$ cat src/rtl/cga_pkg.sv
// -----------------------------------------------------------------------------
// cga_pkg
// Shared definitions for the CGA VRAM arbiter slice:
//   - arbiter FSM state encoding
//   - VRAM / CPU-window address widths
//   - helper that folds a CPU offset into the 16K or 32K VRAM window
// -----------------------------------------------------------------------------
package cga_pkg;

  localparam int VRAM_AW    = 19;  // VRAM address width
  localparam int CPU_AW     = 15;  // CPU offset width inside the B8000 window
  localparam int WIN_16K_AW = 14;  // standard CGA: 16K of VRAM
  localparam int WIN_32K_AW = 15;  // Tandy: 32K of VRAM

  typedef enum logic [1:0] {
    ST_IDLE      = 2'd0,
    ST_WAIT_SLOT = 2'd1,
    ST_ACCESS    = 2'd2,
    ST_DONE      = 2'd3
  } arb_state_t;

  // Fold a CPU window offset into VRAM: the 16K part mirrors every 16K.
  function automatic logic [CPU_AW-1:0] cpu_offset(input logic [CPU_AW-1:0] a,
                                                   input logic              vram_32k);
    logic [CPU_AW-1:0] r;
    if (vram_32k) begin
      r = a[WIN_32K_AW-1:0];
    end else begin
      r = {1'b0, a[WIN_16K_AW-1:0]};
    end
    return r;
  endfunction

endpackage

$ cat src/rtl/cga_bus_sync.sv
// -----------------------------------------------------------------------------
// cga_bus_sync
// Two-flop synchronizer for an active-low ISA strobe. Resets to 1 so that
// an idle (deasserted) strobe is what the core sees out of reset.
// Ports:
//   clk      in  system clock
//   reset_l  in  asynchronous active-low reset
//   i_async  in  asynchronous strobe
//   o_sync   out strobe synchronized to clk (2-clock latency)
// -----------------------------------------------------------------------------
module cga_bus_sync (
  input  logic clk,
  input  logic reset_l,
  input  logic i_async,
  output logic o_sync
);

  logic r_meta;
  logic r_sync;

  // Two-stage capture of the asynchronous strobe
  always_ff @(posedge clk or negedge reset_l) begin
    if (!reset_l) begin
      r_meta <= 1'b1;
      r_sync <= 1'b1;
    end else begin
      r_meta <= i_async;
      r_sync <= r_meta;
    end
  end

  assign o_sync = r_sync;

endmodule

$ cat src/rtl/cga_vram_arbiter.sv
// -----------------------------------------------------------------------------
// cga_vram_arbiter
// Owns the single 8-bit VRAM port shared between ISA CPU memory cycles in the
// B8000 window and CGA video fetches. Video fetch addresses pass straight
// through; a CPU access is inserted only in a sequencer-granted ISA slot, and
// bus_rdy holds the CPU in wait states until its access is complete.
// Ports:
//   clk, reset_l             clock, asynchronous active-low reset
//   bus_a, bus_d             CPU window offset and write data
//   bus_memr_l, bus_memw_l   ISA memory strobes (async, active low)
//   bus_mem_cs               window decode, 1 = selected
//   isa_op_enable            sequencer: CPU slot open this clock
//   vram_read                sequencer: video fetch in progress
//   vid_a                    video fetch address from the CGA core
//   ram_d                    VRAM read data
//   ram_a                    VRAM address (CPU address during ACCESS, else vid_a)
//   ram_d_out, ram_d_oe      VRAM write data and its output enable
//   ram_we_l                 VRAM write enable, active low
//   bus_out_mem              latched CPU read data
//   bus_dir_mem              1 = CPU memory read in progress
//   bus_rdy                  ISA ready, 0 = wait state
//   vid_conflict             one-clock pulse: video fetch hit a CPU access
// -----------------------------------------------------------------------------
module cga_vram_arbiter
  import cga_pkg::*;
#(
  parameter int USE_BUS_WAIT  = 1,
  parameter int ACCESS_CYCLES = 2,
  parameter int VRAM_32K      = 0
) (
  input  logic               clk,
  input  logic               reset_l,
  input  logic [CPU_AW-1:0]  bus_a,
  input  logic [7:0]         bus_d,
  input  logic               bus_memr_l,
  input  logic               bus_memw_l,
  input  logic               bus_mem_cs,
  input  logic               isa_op_enable,
  input  logic               vram_read,
  input  logic [VRAM_AW-1:0] vid_a,
  input  logic [7:0]         ram_d,
  output logic [VRAM_AW-1:0] ram_a,
  output logic [7:0]         ram_d_out,
  output logic               ram_d_oe,
  output logic               ram_we_l,
  output logic [7:0]         bus_out_mem,
  output logic               bus_dir_mem,
  output logic               bus_rdy,
  output logic               vid_conflict
);

  // Counter load value: the counter reaches 0 on the last ACCESS clock.
  localparam logic [1:0] CNT_LOAD    = 2'(ACCESS_CYCLES - 1);
  localparam logic       BUS_WAIT_EN = (USE_BUS_WAIT != 0);
  localparam logic       IS_32K      = (VRAM_32K != 0);

  logic w_memr_s;
  logic w_memw_s;
  logic w_rd_req;
  logic w_wr_req;
  logic w_req_active;

  arb_state_t        r_state;
  logic              r_is_write;
  logic [CPU_AW-1:0] r_cpu_addr;
  logic [7:0]        r_cpu_data;
  logic [1:0]        r_cnt;
  logic              r_conflict_seen;
  logic              r_ram_we_l;
  logic              r_ram_d_oe;
  logic              r_bus_rdy;
  logic [7:0]        r_bus_out_mem;
  logic              r_bus_dir_mem;
  logic              r_vid_conflict;

  cga_bus_sync u_sync_memr (
    .clk     (clk),
    .reset_l (reset_l),
    .i_async (bus_memr_l),
    .o_sync  (w_memr_s)
  );

  cga_bus_sync u_sync_memw (
    .clk     (clk),
    .reset_l (reset_l),
    .i_async (bus_memw_l),
    .o_sync  (w_memw_s)
  );

  assign w_rd_req = bus_mem_cs & ~w_memr_s;
  assign w_wr_req = bus_mem_cs & ~w_memw_s;

  // The strobe that belongs to the latched operation keeps the request alive.
  assign w_req_active = r_is_write ? w_wr_req : w_rd_req;

  // Arbiter FSM with access counter, CPU latches and registered port controls
  always_ff @(posedge clk or negedge reset_l) begin
    if (!reset_l) begin
      r_state         <= ST_IDLE;
      r_is_write      <= 1'b0;
      r_cpu_addr      <= '0;
      r_cpu_data      <= 8'h00;
      r_cnt           <= 2'd0;
      r_conflict_seen <= 1'b0;
      r_ram_we_l      <= 1'b1;
      r_ram_d_oe      <= 1'b0;
      r_bus_rdy       <= 1'b1;
      r_bus_out_mem   <= 8'h00;
      r_bus_dir_mem   <= 1'b0;
      r_vid_conflict  <= 1'b0;
    end else begin
      r_bus_dir_mem  <= w_rd_req;
      r_vid_conflict <= 1'b0;
      case (r_state)
        ST_IDLE: begin
          r_ram_we_l <= 1'b1;
          r_ram_d_oe <= 1'b0;
          if (w_rd_req | w_wr_req) begin
            r_state    <= ST_WAIT_SLOT;
            // A write strobe wins over a simultaneous read strobe.
            r_is_write <= w_wr_req;
            r_cpu_addr <= cpu_offset(bus_a, IS_32K);
            r_cpu_data <= bus_d;
            r_bus_rdy  <= ~BUS_WAIT_EN;
          end else begin
            r_state <= ST_IDLE;
          end
        end
        ST_WAIT_SLOT: begin
          if (!w_req_active) begin
            // CPU gave up before a slot opened: no RAM cycle at all.
            r_state   <= ST_IDLE;
            r_bus_rdy <= 1'b1;
          end else if (isa_op_enable & ~vram_read) begin
            r_state         <= ST_ACCESS;
            r_cnt           <= CNT_LOAD;
            r_ram_d_oe      <= r_is_write;
            r_ram_we_l      <= ~r_is_write;
            r_conflict_seen <= 1'b0;
          end else begin
            r_state <= ST_WAIT_SLOT;
          end
        end
        ST_ACCESS: begin
          // The CPU keeps the port; a colliding fetch is only flagged once.
          if (vram_read & ~r_conflict_seen) begin
            r_vid_conflict  <= 1'b1;
            r_conflict_seen <= 1'b1;
          end else begin
            r_conflict_seen <= r_conflict_seen;
          end
          if (r_cnt == 2'd0) begin
            r_state    <= ST_DONE;
            r_bus_rdy  <= 1'b1;
            r_ram_we_l <= 1'b1;
            r_ram_d_oe <= 1'b0;
            if (!r_is_write) begin
              r_bus_out_mem <= ram_d;
            end else begin
              r_bus_out_mem <= r_bus_out_mem;
            end
          end else begin
            r_cnt <= r_cnt - 2'd1;
            // Release WE one clock early so address and data hold past it.
            if (r_cnt == 2'd1) begin
              r_ram_we_l <= 1'b1;
            end else begin
              r_ram_we_l <= r_ram_we_l;
            end
          end
        end
        ST_DONE: begin
          r_ram_we_l <= 1'b1;
          r_ram_d_oe <= 1'b0;
          if (!w_req_active) begin
            r_state <= ST_IDLE;
          end else begin
            r_state <= ST_DONE;
          end
        end
        default: begin
          r_state    <= ST_IDLE;
          r_ram_we_l <= 1'b1;
          r_ram_d_oe <= 1'b0;
          r_bus_rdy  <= 1'b1;
        end
      endcase
    end
  end

  // Port mux: the CPU owns the address bus only while in ACCESS.
  assign ram_a        = (r_state == ST_ACCESS) ? {4'h0, r_cpu_addr} : vid_a;
  assign ram_d_out    = r_cpu_data;
  assign ram_d_oe     = r_ram_d_oe;
  assign ram_we_l     = r_ram_we_l;
  assign bus_out_mem  = r_bus_out_mem;
  assign bus_dir_mem  = r_bus_dir_mem;
  assign bus_rdy      = r_bus_rdy;
  assign vid_conflict = r_vid_conflict;

endmodule

$ cat config.mk
export PLATFORM = sky130hd
export DESIGN_NAME = cga_vram_arbiter
export DESIGN_NICKNAME = d
export VERILOG_FILES = /design/src/rtl/cga_pkg.sv /design/src/rtl/cga_bus_sync.sv /design/src/rtl/cga_vram_arbiter.sv
export SDC_FILE = /design/constraint.sdc
export NUM_CORES = 1
export LEC_CHECK = 0
export ABC_AREA = 1
export BUFFER_PORTS_ARGS = -buffer_cell sky130_fd_sc_hd__clkbuf_2
export CAP_MARGIN = 20
export CORE_MARGIN = 10
export CORE_UTILIZATION = 45
export DETAILED_ROUTE_END_ITERATION = 7
export PLACE_DENSITY = 0.81
export SYNTH_ARGS = -nofsm -noshare
export SYNTH_HDL_FRONTEND = slang
export SYNTH_SLANG_ARGS = --single-unit
$ cat constraint.sdc
create_clock -name clk -period 1.93 [get_ports clk]
set_clock_uncertainty 0.15 [all_clocks]
set_input_delay 0.0965 -clock clk [delete_from_list [all_inputs] [get_ports clk]]
set_output_delay 0.0965 -clock clk [all_outputs]
set_load 0.01 [all_outputs]
# Word level (Yosys, flattened, before mapping)
# Index checks and enable logic that the tools add are counted.
# totals
wordCells,82
register_bits,45
out_inout_bits,40
# classes
reduce_logical,12
n_eq_ne,12
n_bitwise,10
muxes,31
addsub,1
# ops
op,n
$mux 19,1
$mux 1,17
$mux 2,7
$ne 2x2->1 const B,7
$reduce_and 4->1,3
$pmux 1 s3,3
$reduce_and 3->1,3
$pmux 2 s4,1
$not 1->1,5
$and 1x1->1,4
$eq 2x1->1 const B,2
$eq 2x2->1 const B,2
$logic_not 2->1,2
$pmux 2 s2,1
$ne 3x3->1 const B,1
$reduce_bool 3->1,1
$pmux 1 s2,1
$reduce_and 2->1,1
$reduce_bool 2->1,1
$reduce_or 2->1,1
$sub 2x1->2 const B,1
$or 1x1->1,1

# Depth between registers and ports, before layout
# logic_depth
ltp_word,5
mapped_depth,10
ltp_nobuf,10

# By module
# A second synthesis with hierarchy kept.
# unflattened
hier_cells,211
hier_area_um2,2192.1
# by_module_without_submodules
mod,area_each_um2,seq_area_each_um2,cells_per_inst,n_inst
cga_vram_arbiter,2087.0,1028.5,207,1
cga_bus_sync,52.6,52.6,2,2

# Worst setup path before layout
# No wires, ideal clock.
# synth_timing
kind,flip-flop to output port
startpoint,reg r_state[0]
endpoint,out ram_a[0]
t_required_ns,1.683
t_arrival_ns,1.372
slack_ns,0.312
path_buffers,2
stages_incl_launch_ff,8
cell_sequence,dfrtp_1 inv_1 ha_1 inv_2 buf_2 buf_1 nand2_1 nand2_1
# synth_between
elab_chain_cells,2
# synth_rtl
element,line_no,text
"start, declared",cga_vram_arbiter.sv:63,arb_state_t r_state;
"start signal, assigned",cga_vram_arbiter.sv:99,r_state <= ST_IDLE;
"start signal, assigned",cga_vram_arbiter.sv:119,r_state <= ST_WAIT_SLOT;
"start signal, assigned",cga_vram_arbiter.sv:126,r_state <= ST_IDLE;
$eq 2x2->1,cga_vram_arbiter.sv:192,"assign ram_a = (r_state == ST_ACCESS) ? {4'h0, r_cpu_addr} : vid_a;"
$mux 19,cga_vram_arbiter.sv:192,
"end, declared",cga_vram_arbiter.sv:42,"output logic [VRAM_AW-1:0] ram_a,"
# Every way passes these cells.

# Worst setup path after layout
# layout_timing
startpoint,reg r_state[0]
endpoint,out ram_a[13]
# Same word-level chain as after synthesis.

==> flow_results.org <==
** Status
- The flow ran to the end, and the final reports show no timing, DRC or antenna violations.

** Timing
- Fraction of the cycle the final worst path needs :: 92.9%
- Unrepaired setup endpoints after global routing :: false
- Setup TNS after final layout :: 0 ns
- Worst Hold Slack :: 0.0826 ns
- The count of final max-slew check failures came to 0.
- FMAX :: 558 MHz
- Slew at the pin closest to its max-slew limit :: 0.562 ns
- The total count of hold-check failures in the final report came to 0.
- Worst slew margin relative to its limit :: 62.5%
- Setup violations, final :: 0
- The smallest clock period supported by the final layout is computed as 1.79 ns.

** Worst setup path
- At the worst endpoint, the required time is 1.68 ns.
- In this run the worst setup path begins at r_state[0].
- Library cell appearing most often on the critical path :: sky130_fd_sc_hd__nand2_1
- Worst path buffer plus inverter count :: 4
- The largest single stage delay on the critical path is 0.42 ns.
- R2r worst-path depth :: 8
- Along the worst path, the maximum fanout reaches 20.
- On the critical path the largest part of the delay comes from buffers and inverters.
- The worst register-to-register path has a setup slack of 0.17 ns.
- The slowest stage of the critical path is the sky130_fd_sc_hd__dfrtp_1 cell.
- Startpoint Class :: flip-flop
- Reg-to-reg critical path startpoint :: r_state[0]
- Terminus of the critical flop-to-flop path :: r_state[0]
- Critical path data arrival time :: 1.55 ns
- The most critical setup path has its endpoint at ram_a[13].
- Setup CP Type :: flip-flop to primary output
- Crit-path cells :: inv_1, ha_2, inv_2, buf_8, nand2_1, nand2_1, clkbuf_2
- STA classifies the critical path endpoint as a primary output.
- Levels on crit path :: 7

** Synth
- Distinct cell type count after synthesis :: 22
- Synth Area in Adders :: 4.57%
- Number of instances in the synthesized netlist :: 210
- Avg Synthesized Cell Area :: 10.4 µm²
- Count of synthesis-stage warnings from yosys :: 0
- Post-synthesis register bit count :: 45
- Most frequent cell after synthesis :: sky130_fd_sc_hd__nand2_1
- Of the post-synthesis cell area, the dominant cell type holds 44.6%.
- The synthesized netlist devotes 16.1% of its cell area to simple gates.
- Multiplexer fraction of the synthesized cell area :: 18.7%
- Share of flip-flops with an asynchronous set or reset :: 100%
- Synth top cells by count :: sky130_fd_sc_hd__nand2_1, sky130_fd_sc_hd__dfrtp_1, sky130_fd_sc_hd__mux2_4
- Biggest area contributors in the synthesized netlist :: sky130_fd_sc_hd__dfrtp_1, sky130_fd_sc_hd__mux2_4, sky130_fd_sc_hd__nand2_1
- By area, the combinational part of the netlist is dominated by multiplexers.
- The synthesized design contains 0 enable-type register cells.
- In the synthesized netlist the dominant register cell turns out to be sky130_fd_sc_hd__dfrtp_1.
- Complex-gate fraction of the synthesized area :: 3.60%
- Post-Synthesis Net Count :: 275
- Library cell with the largest summed area after synthesis :: sky130_fd_sc_hd__dfrtp_1
- Synth Cell Area :: 2190 µm²
- Summing the areas of all xor and xnor instances in the mapped netlist gives 0% of the synthesized area.
- After synthesis, flip-flops and latches occupy 51.8% of the total area.

** Clocking
- After clock tree synthesis, the clock-pin slew on the worst setup and hold paths is 0.08 ns.
- TritonCTS built the clock tree.
- Latest clock arrival within the worst-skew pair :: 0.30 ns
- The clock passes through at most 2 buffers.
- Post-CTS timing repair inserted 0 buffers for setup.
- Buffer cell driving the clock tree root :: sky130_fd_sc_hd__clkbuf_8
- Maximum level of the CTS H-tree :: 2
- In this run, CTS created clock tree buffers numbering 5.
- The clock drives 45 sinks.

** Floorplan
- Die Outline Area :: 8050 µm²
- Initial core utilization :: 46.3%
- In this run the horizontal extent of the chip is 89.7 µm.
- Measured along the y axis, the die boundary spans 89.7 µm.
- The core region is 4720 µm².
- Boundary pin count :: 97
- # rows :: 25

** Placement
- The count of buffers added on input and output ports is 95.
- At the end of routability-driven placement, the weighted congestion stood at 0.807.
- Summed over all nets, the half-perimeter wirelength after detailed placement is 4.20 mm.

** Cells and area
- The area growth from synthesis to layout is 48.6%.
- For this run, the post-layout net count is 412.
- The post-route netlist has 42.2% of its cells at a drive strength greater than 1.
- After filler insertion, the fill cell instance count of the layout stands at 359.

** Route
- Drt via density :: 4.56
- Once detail routing completed, the nets flagged for antenna violations numbered 0.
- Vias :: 1897
- DR WL/cell :: 14.5 µm
- DRC violation count after routing :: 0
- Before antenna repair, the detailed router went through 4 iterations.
- After detailed routing, the total wire length is 6.02 mm.
- The detailed router finished its first iteration with 72 violations.

** Global route
- Total global routing overflow :: 0
- The initial antenna violation count came to 1.
- Entering global routing, the biggest net connects 46 pins.
- The via count of the first global-routing pass came to 2108.
- Global-route total usage across every layer :: 15.1%
- The first global-routing pass estimated 10.1 mm of wire.

** Power
- Dividing total power by cell area gives a power density of 1090 nW/µm².
- Leakage power of the design :: 0.00179 µW
- Peak supply drop :: 0.709 mV

** Hold path
- The path class of the tightest hold or removal check is input port to flip-flop.

** Job
- Across the run, the number of max-cap violations was 0.
-- worst min-delay path: cells and delay by family --
family	cells	cell delay, ns
and+or+nand+nor	3	0.21
buffers and inverters	2	0.12
AOI/OAI and AO/OA	1	0.08
-- where the power goes --
group | switching (µW) | internal (µW)
clock | 317 | 389
sequential | 214 | 1300
combinational | 592 | 730
total | 1120 | 2420
-- flip-flops by register name, indices dropped and copies added, names as in the netlist, 2 cells and up --
signal,count
r_cpu_addr,14
ram_d_out,8
r_state,2
bus_out_mem,8
r_cnt,2
-- per-stage QoR --
step           cell area (µm²)  setup WS (ns)  power, µW  utilization (%)  instances
5_1_grt                   3250         0.0152       3780             68.8        416
3_5_place_dp              2780          0.176       2800             58.8        372
2_1_floorplan             2190          0.312       2330                -        210
3_3_place_gp              2780          0.207       2750             58.8        372
4_1_cts                   3240         0.0213       3570             68.6        415
6_report                  3250          0.138       3540             68.8        416
-- repair_timing --
action | 4_1_cts | 5_1_grt
setup endpoints to repair | 0 | 16
gates resized for setup | 0 | 3
hold endpoints to repair | 74 | 0
hold buffers | 35 | 0
-- layout make-up --
class,instances,area (µm²),share of cell area [%]
Multi-Input combinational cell,139,942,29.0
Antenna cell,1,2.50,0.0770
Tap cell,67,83.8,2.58
Timing Repair Buffer,136,903,27.8
Sequential cell,45,1130,34.9
Clock buffer,6,72.6,2.23
Clock inverter,2,38.8,1.19
Inverter,20,75.1,2.31
-- how the worst min path moves through the flow --
| stage | to | start | slack [ns] | cells after the start |
|---|---|---|---|---|
| floorplan | bus_dir_mem | reset_l | -0.35 | 0 |
| global placement | u_sync_memw.r_meta | bus_memw_l | 0.04 | 1 |
| detailed placement | u_sync_memr.r_meta | bus_memr_l | 0.04 | 1 |
| CTS | r_state[0] | isa_op_enable | 0.07 | 6 |
| global route | r_state[0] | isa_op_enable | 0.13 | 6 |
| finish | r_state[0] | isa_op_enable | 0.08 | 6 |
-- layer usage --
metal  up-vias  share of wire (%)  global-route usage (%)
met5         -                  0                       0
met1       878                 37                    15.1
met4         0                3.2                    6.20
met3        16                7.4                    5.24
li1        935                  -                       -
met2        68                 52                    27.7
-- cells in the final DEF (no fill, tap or decap), drive strengths merged, types with 6 or more instances in the layout --
master / n
buf: 6
clkbuf: 101
dfrtp: 39
dfstp: 6
dlygate4sd3: 35
ha: 8
inv: 20
mux2: 30
nand2: 70
nand3: 8
nor2: 11
o21ai: 8
-- kinds of logic (layout without fill, tap and decap cells) --
| kind of cell | Yosys count | in the layout |
|---|---|---|
| AO/OA/AOI/OAI | 12 | 12 |
| adder cells (fa/ha/maj) | 8 | 8 |
| buffers and inverters | 26 | 164 |
| flip-flops | 45 | 45 |
| multiplexers | 30 | 30 |
| other | 0 | 1 |
| AND/OR/NAND/NOR | 89 | 89 |
No activity file was read; power rests on OpenSTA's default activity.
